$ cat config.mk
export PLATFORM = sky130hd
export DESIGN_NAME = serial_alu_arbiter
export DESIGN_NICKNAME = d
export VERILOG_FILES = /design/src/rtl/serial_alu_arbiter.sv
export SDC_FILE = /design/constraint.sdc
export NUM_CORES = 1
export LEC_CHECK = 0
export ABC_AREA = 0
export CAP_MARGIN = 30
export CELL_PAD_IN_SITES_DETAIL_PLACEMENT = 2
export CELL_PAD_IN_SITES_GLOBAL_PLACEMENT = 2
export CORE_ASPECT_RATIO = 0.7
export CORE_MARGIN = 10
export CORE_UTILIZATION = 32
export DETAILED_ROUTE_END_ITERATION = 10
export PLACE_DENSITY_LB_ADDON = 0.1
export SETUP_SLACK_MARGIN = 0.15
export SKIP_LAST_GASP = 1
export SLEW_MARGIN = 30
export SYNTH_ARGS = -nofsm -noshare
export SYNTH_HDL_FRONTEND = slang
export SYNTH_SLANG_ARGS = --single-unit
$ cat constraint.sdc
create_clock -name clk -period 6.6 [get_ports clk]
set_clock_uncertainty 0.1 [all_clocks]
set_input_delay 0.66 -clock clk [delete_from_list [all_inputs] [get_ports clk]]
set_output_delay 0.66 -clock clk [all_outputs]
set_load 0.03 [all_outputs]
$ cat src/rtl/serial_alu_arbiter.sv
// serial_alu_arbiter: two requesters share one 4-bit serial add/sub datapath under round-robin arbitration.
// A 16-bit result is produced LS nibble first, one nibble per enabled cycle.
module serial_alu_arbiter (
    input  logic        clk,
    input  logic        rst_n,
    input  logic        enb,
    input  logic        req0,
    input  logic        req1,
    input  logic [1:0]  modo0,
    input  logic [1:0]  modo1,
    input  logic [15:0] A0,
    input  logic [15:0] B0,
    input  logic [15:0] A1,
    input  logic [15:0] B1,
    output logic        gnt0,
    output logic        gnt1,
    output logic        busy,
    output logic [15:0] Q,
    output logic        RCO,
    output logic        done,
    output logic        done_id
);
    typedef enum logic [1:0] {IDLE, RUN, DONE} state_t;
    state_t      state, state_nx;
    logic [1:0]  op, cnt, sel_modo;
    logic [15:0] a, b;
    logic        c, ptr, win, acc;
    logic [3:0]  a_n, b_n;
    logic [4:0]  res;
    always_comb begin
        win      = (req0 && req1) ? ~ptr : req1;
        sel_modo = win ? modo1 : modo0;
        acc      = enb && state == IDLE && (req0 || req1);
        gnt0     = acc && !win;
        gnt1     = acc && win;
        a_n      = 4'(a >> {cnt, 2'b00});
        b_n      = 4'(b >> {cnt, 2'b00});
        res      = op == 2'b10 ? {1'b0, a_n} - {1'b0, b_n} - {4'b0, c}
                               : {1'b0, a_n} + {1'b0, b_n} + {4'b0, c};
        state_nx = state;
        if (enb)
            case (state)
                IDLE:    if (acc) state_nx = (sel_modo[0] ^ sel_modo[1]) ? RUN : DONE;
                RUN:     if (cnt == 2'd3) state_nx = DONE;
                default: state_nx = IDLE;
            endcase
    end
    assign busy = state != IDLE;
    assign done = state == DONE;
    always_ff @(posedge clk or negedge rst_n) begin
        if (!rst_n) begin
            state   <= IDLE;
            op      <= 2'b00;
            a       <= '0;
            b       <= '0;
            cnt     <= '0;
            c       <= 1'b0;
            ptr     <= 1'b1;
            Q       <= '0;
            RCO     <= 1'b0;
            done_id <= 1'b0;
        end else if (enb) begin
            state <= state_nx;
            if (acc) begin
                op      <= sel_modo;
                a       <= win ? A1 : A0;
                b       <= win ? B1 : B0;
                done_id <= win;
                ptr     <= win;
                cnt     <= '0;
                c       <= 1'b0;
                if (!(sel_modo[0] ^ sel_modo[1])) begin
                    Q   <= '0;
                    RCO <= 1'b0;
                end
            end else if (state == RUN) begin
                Q[{cnt, 2'b00} +: 4] <= res[3:0];
                c   <= res[4];
                cnt <= cnt + 2'd1;
                if (cnt == 2'd3) RCO <= res[4];
            end
        end
    end
endmodule

==> results of run 1 <==
-- layer usage --
metal	track usage, %	part of all wire [%]
met3	4.93	6.0
met1	17.8	48
met5	0	0
met2	20.5	45
met4	3.12	0.82
-- synth_stat cells (2+ instances only) --
| cell | count |
|---|---|
| sky130_fd_sc_hd__buf_2 | 5 |
| sky130_fd_sc_hd__fa_1 | 4 |
| sky130_fd_sc_hd__a22o_1 | 13 |
| sky130_fd_sc_hd__nor3_1 | 2 |
| sky130_fd_sc_hd__dfrtp_1 | 57 |
| sky130_fd_sc_hd__o21ai_0 | 39 |
| sky130_fd_sc_hd__ha_1 | 11 |
| sky130_fd_sc_hd__mux2i_1 | 37 |
| sky130_fd_sc_hd__clkbuf_1 | 10 |
| sky130_fd_sc_hd__a21oi_1 | 7 |
| sky130_fd_sc_hd__mux4_1 | 4 |
| sky130_fd_sc_hd__mux4_2 | 5 |
| sky130_fd_sc_hd__o21bai_1 | 2 |
| sky130_fd_sc_hd__nor4_1 | 3 |
| sky130_fd_sc_hd__xor2_1 | 2 |
| sky130_fd_sc_hd__o2bb2ai_1 | 3 |
| sky130_fd_sc_hd__and2_1 | 2 |
| sky130_fd_sc_hd__a21o_1 | 5 |
| sky130_fd_sc_hd__nand2b_1 | 5 |
| sky130_fd_sc_hd__nor4b_1 | 2 |
| sky130_fd_sc_hd__nor2_1 | 5 |
| sky130_fd_sc_hd__nand2_1 | 41 |
| sky130_fd_sc_hd__xnor2_1 | 4 |
| sky130_fd_sc_hd__inv_1 | 14 |
-- flip-flops by register name (all words and copies together), names as in the netlist --
name / count
done_id: 1
b: 16
state: 2
a: 16
c: 1
op: 2
ptr: 1
RCO: 1
Q: 16
cnt: 2
-- worst reg2reg max path: stages, from the launching register on --
cell and delay (ns):
sky130_fd_sc_hd__dfrtp_1 0.90, sky130_fd_sc_hd__mux4_2 0.65, sky130_fd_sc_hd__fa_1 0.45, sky130_fd_sc_hd__fa_1 0.44, sky130_fd_sc_hd__mux2i_1 0.19, sky130_fd_sc_hd__xnor2_1 0.27, sky130_fd_sc_hd__nor4b_1 0.35, sky130_fd_sc_hd__a21o_1 0.12
-- area by class of cell --
class / instances / area [µm²]
Tap cell: 128 / 160
Timing Repair Buffer: 97 / 958
Fill cell: 998 / 5190
Sequential cell: 58 / 1450
Clock buffer: 14 / 274
Multi-Input combinational cell: 205 / 1620
Inverter: 14 / 52.6
Clock inverter: 2 / 10.0
-- cells by family (layout without fill, tap and decap cells) --
group / after synthesis / count (layout) / share of synthesized area (%)
adders and majority gates: 15 / 15 / 6.82
and+or+nand+nor: 65 / 65 / 9.25
xor gates and xnor gates: 6 / 6 / 1.65
buffers and inverters: 31 / 127 / 4.12
AOI/OAI and AO/OA: 73 / 73 / 14.2
muxes: 46 / 46 / 18.4
DFF: 58 / 58 / 45.5
-- how the worst min path moves through the flow --
stage                    to  slack (ns)  depth (start not counted)
finish                 Q[2]        0.38                          2
global route            RCO        0.40                          1
CTS                    Q[6]        0.38                          1
detailed placement  done_id        0.37                          1
global placement       b[8]        0.36                          2
floorplan              Q[0]        0.26                          0
-- per-stage QoR --
stage | total power [mW] | util [%] | hold WS [ns] | cell area, µm²
floorplan | 1.27 | - | 0.264 | 3190
global placement | 1.56 | 43.7 | 0.356 | 4240
detailed placement | 1.62 | 43.7 | 0.367 | 4240
CTS | 2.08 | 46.6 | 0.381 | 4530
global route | 2.22 | 46.6 | 0.402 | 4530
finish | 2.05 | 46.6 | 0.377 | 4530
-- power by group through the flow --
stage	clock (mW)	combinational, mW	sequential [mW]
after detailed placement	0	1.00	0.613
final	0.441	0.999	0.606
after CTS	0.449	1.02	0.610
after global routing	0.470	1.12	0.630
after floorplan	0	0.681	0.589
after global placement	0	0.958	0.604
==> metrics list, run 1 <==
- In this design, the stage delay of the slowest critical-path cell is 0.69 ns.
* CTS buffer count: 9
- Final count of negative-setup-slack endpoints: 0
- The count of pins over their slew limit is 0.
* Count of antenna-violating nets left after detailed routing: 0
- Timing analysis after detailed placement gives a worst setup slack of 2.87 ns.
- The final hold violation count was 0.
- Grt ovf: 0
- Layout overhead on the synthesized area: 41.9%
- In this run the power density over the cells is 452 nW/µm².
- Leading cell types in the layout, fill and taps excluded: 93 x sky130_fd_sc_hd__clkdlybuf4s50_1, 57 x sky130_fd_sc_hd__dfrtp_1, 41 x sky130_fd_sc_hd__nand2_1
* Final antenna diode count: 0
* Overall die area: 14400 µm²
- Cells with a size suffix above 1 make up 7.18% of the layout.
- Number of top-level pins: 95
* Post-Synthesis Mean Instance Area: 10.9 µm²
* Routed via count divided by cell count: 4.95
* Initial core utilization: 32.8%
- The run finished with clean final reports.
- Kind of capture point of the worst setup path: output port
* Share of power burned in the clock network: 21.5%
- The library cell used most frequently in the layout, excluding fill and tap cells, is sky130_fd_sc_hd__clkdlybuf4s50_1.
* Bufs and invs on worst path: 3
- Leakage power summed over all cells: 2.02 nW
- The tree is rooted in a sky130_fd_sc_hd__clkbuf_16.
- Net count reported at finish: 473
* FMAX: 268 MHz
- Switching power total: 0.839 mW
* Area of the mapped netlist: 3190 µm²
- Cell types occupying the most area after synthesis: sky130_fd_sc_hd__dfrtp_1 45%, sky130_fd_sc_hd__mux2i_1 12%, sky130_fd_sc_hd__o21ai_0 6.1%, sky130_fd_sc_hd__nand2_1 4.8%, sky130_fd_sc_hd__ha_1 4.3%
* Worst setup path endpoint: gnt0
- Counting tap cells, the placed design contains a total of 502 instances.
* Number of input and output port buffers inserted: 94
- Maximum count of clock buffers along a single path: 2
- Clock tree from TritonCTS: done
- For the final routed database, the setup TNS stands at 0 ns.
* Unrepaired setup endpoints after global routing: no
- When the netlist entered floorplanning its net count stood at 382.
* Primary flip-flop cell chosen by synthesis mapping: sky130_fd_sc_hd__dfrtp_1
* Worst-case vdd ir drop: 0.000183 V
* Sum of routed wire length over all layers: 9.73 mm
* Post-route insts no fill: 518
- First-pass GRT wire length: 16.0 mm
* Number of search-and-repair iterations in the first detailed-routing pass: 4
- After clock tree synthesis, the clock-pin slew on the worst setup and hold paths is 0.06 ns.
- Via Count: 2563
- Post-cts repair resize count: 0
* #FFs+latches synth: 58
- At the worst endpoint, the arrival time is 2.97 ns.
* Post-DP HPWL: 7.44 mm
- Measured along the x axis, the die boundary spans 139 µm.
* Via count of the first global-routing pass: 2902
- The region available for standard cell placement spans 9720 µm².
- The critical path starts at req0.
- Required @ worst endpoint: 5.84 ns
* Time the worst path needs with I/O delays and setup: 3.73 ns
- Headroom to the max-slew limit: 43.2%
* Internal Power: 1.21 mW
- After clock tree synthesis, the setup repair step added 0 buffers.
- DRC viols: 0
* Fraction of synthesized cell area taken by the top area cell type: 44.7%
* Wire per inst: 18.8 µm
- The floorplan has 30 rows.
* Series of cell instances along the critical path: clkdlybuf4s50_1 -> nor2_1 -> or3_2 -> buf_4 -> nor2_1 -> clkdlybuf4s50_1
* Antenna violations before repair: 0
* Maximum number of pins on one net before global-route repair: 75
* Sw Ratio: 41.0%
- Kind of cell adding the most delay to the critical path: buffers and inverters
* Worst reg2reg startpoint: cnt[0]
- Overall global routing resource usage: 13.5%
- The worst register-to-register path ends at Q[6].
* Startpoint-to-endpoint class of the critical path: input pin to output port
- Registers are responsible for 29.6% of the overall power.
- Across all setup checks in the final design, the least slack found is 2.87 ns.
- Counting flops with an async set or reset pin after synthesis yields a share of 100%.
* Worst-Margin Slew: 0.840 ns
- Across the run, the number of max-cap violations was 0.
- Clock latency on the worst-skew pair: 0.33 ns
* Final weighted congestion in routability-driven placement: 0.797
* Dominant cell type by area after synthesis: sky130_fd_sc_hd__dfrtp_1
* Number of clock sinks seen by CTS: 58
* Slowest stage cell on the critical path: sky130_fd_sc_hd__clkdlybuf4s50_1
- The netlist uses 36 different library cells.
* Largest fanout on the critical path: 74
- Final worst-path cycle share: 56.5%
* Number of H-tree branching levels: 3
- Hold/Removal Path Class: input pin to asynchronous set/reset pin
- Setup slack on the worst flop-to-flop path: 3.08 ns
- For this design, the CTS-stage hold fixing added 0 buffers.
* Combinational share of power: 48.8%
- Sequential elements use 45.5% of the synthesized area.
* EDFF count, synth: 0
- Cell count after synthesis: 294
- Number of cells traversed by the worst register-to-register path: 7
- In this run the number of cells on the critical path is 6.
- Startpoint type of the worst setup path: input pin
* Number of DRC markers after the initial detailed-route iteration: 113
- The die is 104 µm tall.
- Yosys synthesis warning count: 0
No activity file was read; power rests on OpenSTA's default activity.
==> run 2: changes to the inputs <==
Settings changed: CORE_UTILIZATION 32 to 26.
Clock period 6.6 ns to 3.3 ns, I/O delays scaled along.
==> metrics list, run 2 (synthesized netlist as in run 1, its figures left out) <==
- Outcome: finished clean (unchanged).
* Number of DRC markers after the initial detailed-route iteration: 124 (was 113)
* Number of H-tree branching levels: 3 (unchanged)
- Final Power: 4.24 mW (was 2.05 mW)
* Worst reg2reg startpoint: cnt[0] (unchanged)
* Sw Ratio: 39.9% (was 41.0%)
- Worst hold slack: 0.323 ns (was 0.377 ns)
* Setup slack on the worst flop-to-flop path: 0.32 ns (was 3.08 ns)
- The root buffer selected by CTS was sky130_fd_sc_hd__clkbuf_16 (unchanged).
- Max capacitance violation total: 0 (unchanged)
* Unrepaired setup endpoints after global routing: no (unchanged)
- The number of buffers inserted by post-CTS setup repair is 0 (unchanged).
- The sequential share of power is 27.8% (was 29.6%).
* Clock tree from TritonCTS: done (unchanged)
- The number of inserted filler cells in the final layout came to 1220 (was 998).
- The area of the core is 11900 µm² (was 9720 µm²).
- Time the worst path needs with I/O delays and setup: 2.98 ns
- Share of cells above drive strength 1: 9.77% (was 7.18%)
- The routed wire length per instance was 18.3 µm (was 18.8 µm).
- Worst-Margin Slew: 0.899 ns (was 0.840 ns)
* Final worst-path cycle share: 90.4%
* CTS buffer count: 9 (unchanged)
- The net load switching power was 1.69 mW (was 0.839 mW).
- Largest registers ranked by flip-flop count: Q x16, a x16, b x16 (unchanged)
* Overall die area: 17200 µm² (was 14400 µm²)
* Initial core utilization: 26.9% (was 32.8%)
- Power per unit of standard cell area: 908 nW/µm² (was 452 nW/µm²)
- The largest driver fanout on the critical path was 4 (was 74).
- FMAX: 335 MHz
- Internal Power: 2.55 mW (was 1.21 mW)
* Sum of routed wire length over all layers: 10.2 mm (was 9.73 mm)
- Horiz. Die Dim: 152 µm (was 139 µm)
- The final hold violation count is 0 (unchanged).
- Slowest stage cell on the critical path: sky130_fd_sc_hd__mux4_1 (was sky130_fd_sc_hd__clkdlybuf4s50_1)
* Die Height: 113 µm (was 104 µm)
- Final-report max-slew violation count: 0 (unchanged)
* CTS clk-pin slew, worst paths: 0.05 ns (was 0.06 ns)
- The fraction of the core area covered by cells at the end of the flow came to 39.4% (was 46.6%).
- The count of buffers inserted at the top-level ports was 94 (unchanged).
* Via Count: 2619 (was 2563)
- Startpoint-to-endpoint class of the critical path: flop to flop (was input pin to output port)
* Most frequent cell on the critical path: sky130_fd_sc_hd__fa_1
* Number of top-level pins: 95 (unchanged)
- Bufs and invs on worst path: 1 (was 3)
- The class of the tightest hold or removal check was input pin to asynchronous set/reset pin (unchanged).
- The delay of the slowest cell on the worst path is 0.67 ns (was 0.69 ns).
- The proportion of power drawn by combinational gates was 50.0% (was 48.8%).
* Kind of capture point of the worst setup path: flop (was output port)
- Series of cell instances along the critical path: mux4_1 -> fa_1 -> inv_1 -> fa_1 -> nand2_1 -> o21ai_0 -> nor4_1 -> a21o_1 (was clkdlybuf4s50_1 -> nor2_1 -> or3_2 -> buf_4 -> nor2_1 -> clkdlybuf4s50_1).
* Final weighted congestion in routability-driven placement: 0.738 (was 0.797)
- The number of global-route vias before repair was 2987 (was 2902).
- The family with the most delay on the worst path was adder cells (was buffers and inverters).
* Row count: 33 (was 30)
- Worst-case vdd ir drop: 0.000373 V (was 0.000183 V)
* Startpoint type of the worst setup path: flop (was input pin)
* Layout overhead on the synthesized area: 46.4% (was 41.9%)
* Maximum number of pins on one net before global-route repair: 73 (was 75)
- The number of antenna-violating nets in the routed design was 0 (unchanged).
- The insertion delay of the later-clocked pin in the worst-skew pair is 0.33 ns (about the same).
- Required @ worst endpoint: 3.47 ns (was 5.84 ns)
* Post-DP HPWL: 8.15 mm (was 7.44 mm)
- Antenna violations before repair: 0 (unchanged)
* Final count of negative-setup-slack endpoints: 0 (unchanged)
* Headroom to the max-slew limit: 39.5% (was 43.2%)
- Worst setup path startpoint: cnt[0] (was req0)
- Net count reported at finish: 482 (was 473)
* Maximum count of clock buffers along a single path: 2 (unchanged)
- Number of search-and-repair iterations in the first detailed-routing pass: 4 (unchanged)
- The total clock sinks is 58 (unchanged).
* Overall global routing resource usage: 12.0% (was 13.5%)
* Data arrival time of the critical path: 3.15 ns (was 2.97 ns)
* Leakage power summed over all cells: 2.08 nW (was 2.02 nW)
- The clock network fraction of total power was 22.2% (was 21.5%).
* Final antenna diode count: 0 (unchanged)
- Leading cell types in the layout, fill and taps excluded: 93 x sky130_fd_sc_hd__clkdlybuf4s50_1, 57 x sky130_fd_sc_hd__dfrtp_1, 41 x sky130_fd_sc_hd__nand2_1 (unchanged).
- The number of vias per cell came to 4.71 (was 4.95).
- The most common library cell in the layout ignoring fill and taps was sky130_fd_sc_hd__clkdlybuf4s50_1 (unchanged).
- Grt ovf: 0 (unchanged)
- The number of remaining DRC errors came to 0 (unchanged).
* Sum of negative setup slack: 0 ns (unchanged)
- First-pass GRT wire length: 16.7 mm (was 16.0 mm)
==> run 2: cell types whose count changed in the layout (fill, tap and decap cells not counted), sizes merged <==
cell         before  now
buf               4   12
bufinv            0    1
clkbuf           14   11
clkinv            2    3
clkinvlp          0    1
dlygate4sd3       0    1
==> run 2: final timing paths <==
check,end,depth (start not counted)
setup / recovery,Q[13],8
hold / removal,b[0],2
setup reg to reg,Q[13],8
hold reg to reg,a[7],2
max in group asynchronous,ptr,3
min in group clk,a[7],2
==> run 2: through the flow <==
stage	setup WS, ns	cell area [µm²]	cells
3_3_place_gp	0.367	4330	538
6_report	0.317	4670	556
4_1_cts	0.292	4640	554
3_5_place_dp	0.294	4330	538
2_1_floorplan	0.160	3190	294
5_1_grt	0.163	4670	556
==> run 2: cell type report <==
class	count	area (µm²)	share of cell area [%]
clock buffers	11	253	5.41
clock inverters	5	52.6	1.12
inverters	14	52.6	1.12
multi-input cells	205	1620	34.8
flip-flops and latches	58	1450	31.1
well taps	157	196	4.20
repair buffers	106	1040	22.3
==> run 2: power groups by stage <==
stage	registers, mW	clock network [mW]	logic, mW
after detailed placement	1.19	0	2.15
after global placement	1.18	0	2.06
after floorplan	1.18	0	1.36
final	1.18	0.943	2.12
after global routing	1.23	1.01	2.43
after CTS	1.18	0.973	2.15
==> run 2: per-layer routing <==
metal	global-route usage, %	up-vias	wire [µm]
li1	-	1245	-
met5	0	-	0
met2	17.1	69	4320
met4	2.85	0	89
met3	5.07	7	647
met1	16.3	1298	5100
==> run 2: repair_timing <==
item                                    CTS  global route
endpoints found under the setup margin    0             4
hold endpoints to repair                  0            10
hold buffers                              0             1
gates resized for setup                   0             1
==> run 2: worst register-to-register path: stages (launching register included) <==
cell and delay, ns:
sky130_fd_sc_hd__dfrtp_1 0.45, sky130_fd_sc_hd__mux4_1 0.67, sky130_fd_sc_hd__fa_1 0.46, sky130_fd_sc_hd__inv_1 0.09
sky130_fd_sc_hd__fa_1 0.42, sky130_fd_sc_hd__nand2_1 0.07, sky130_fd_sc_hd__o21ai_0 0.21, sky130_fd_sc_hd__nor4_1 0.35
sky130_fd_sc_hd__a21o_1 0.12
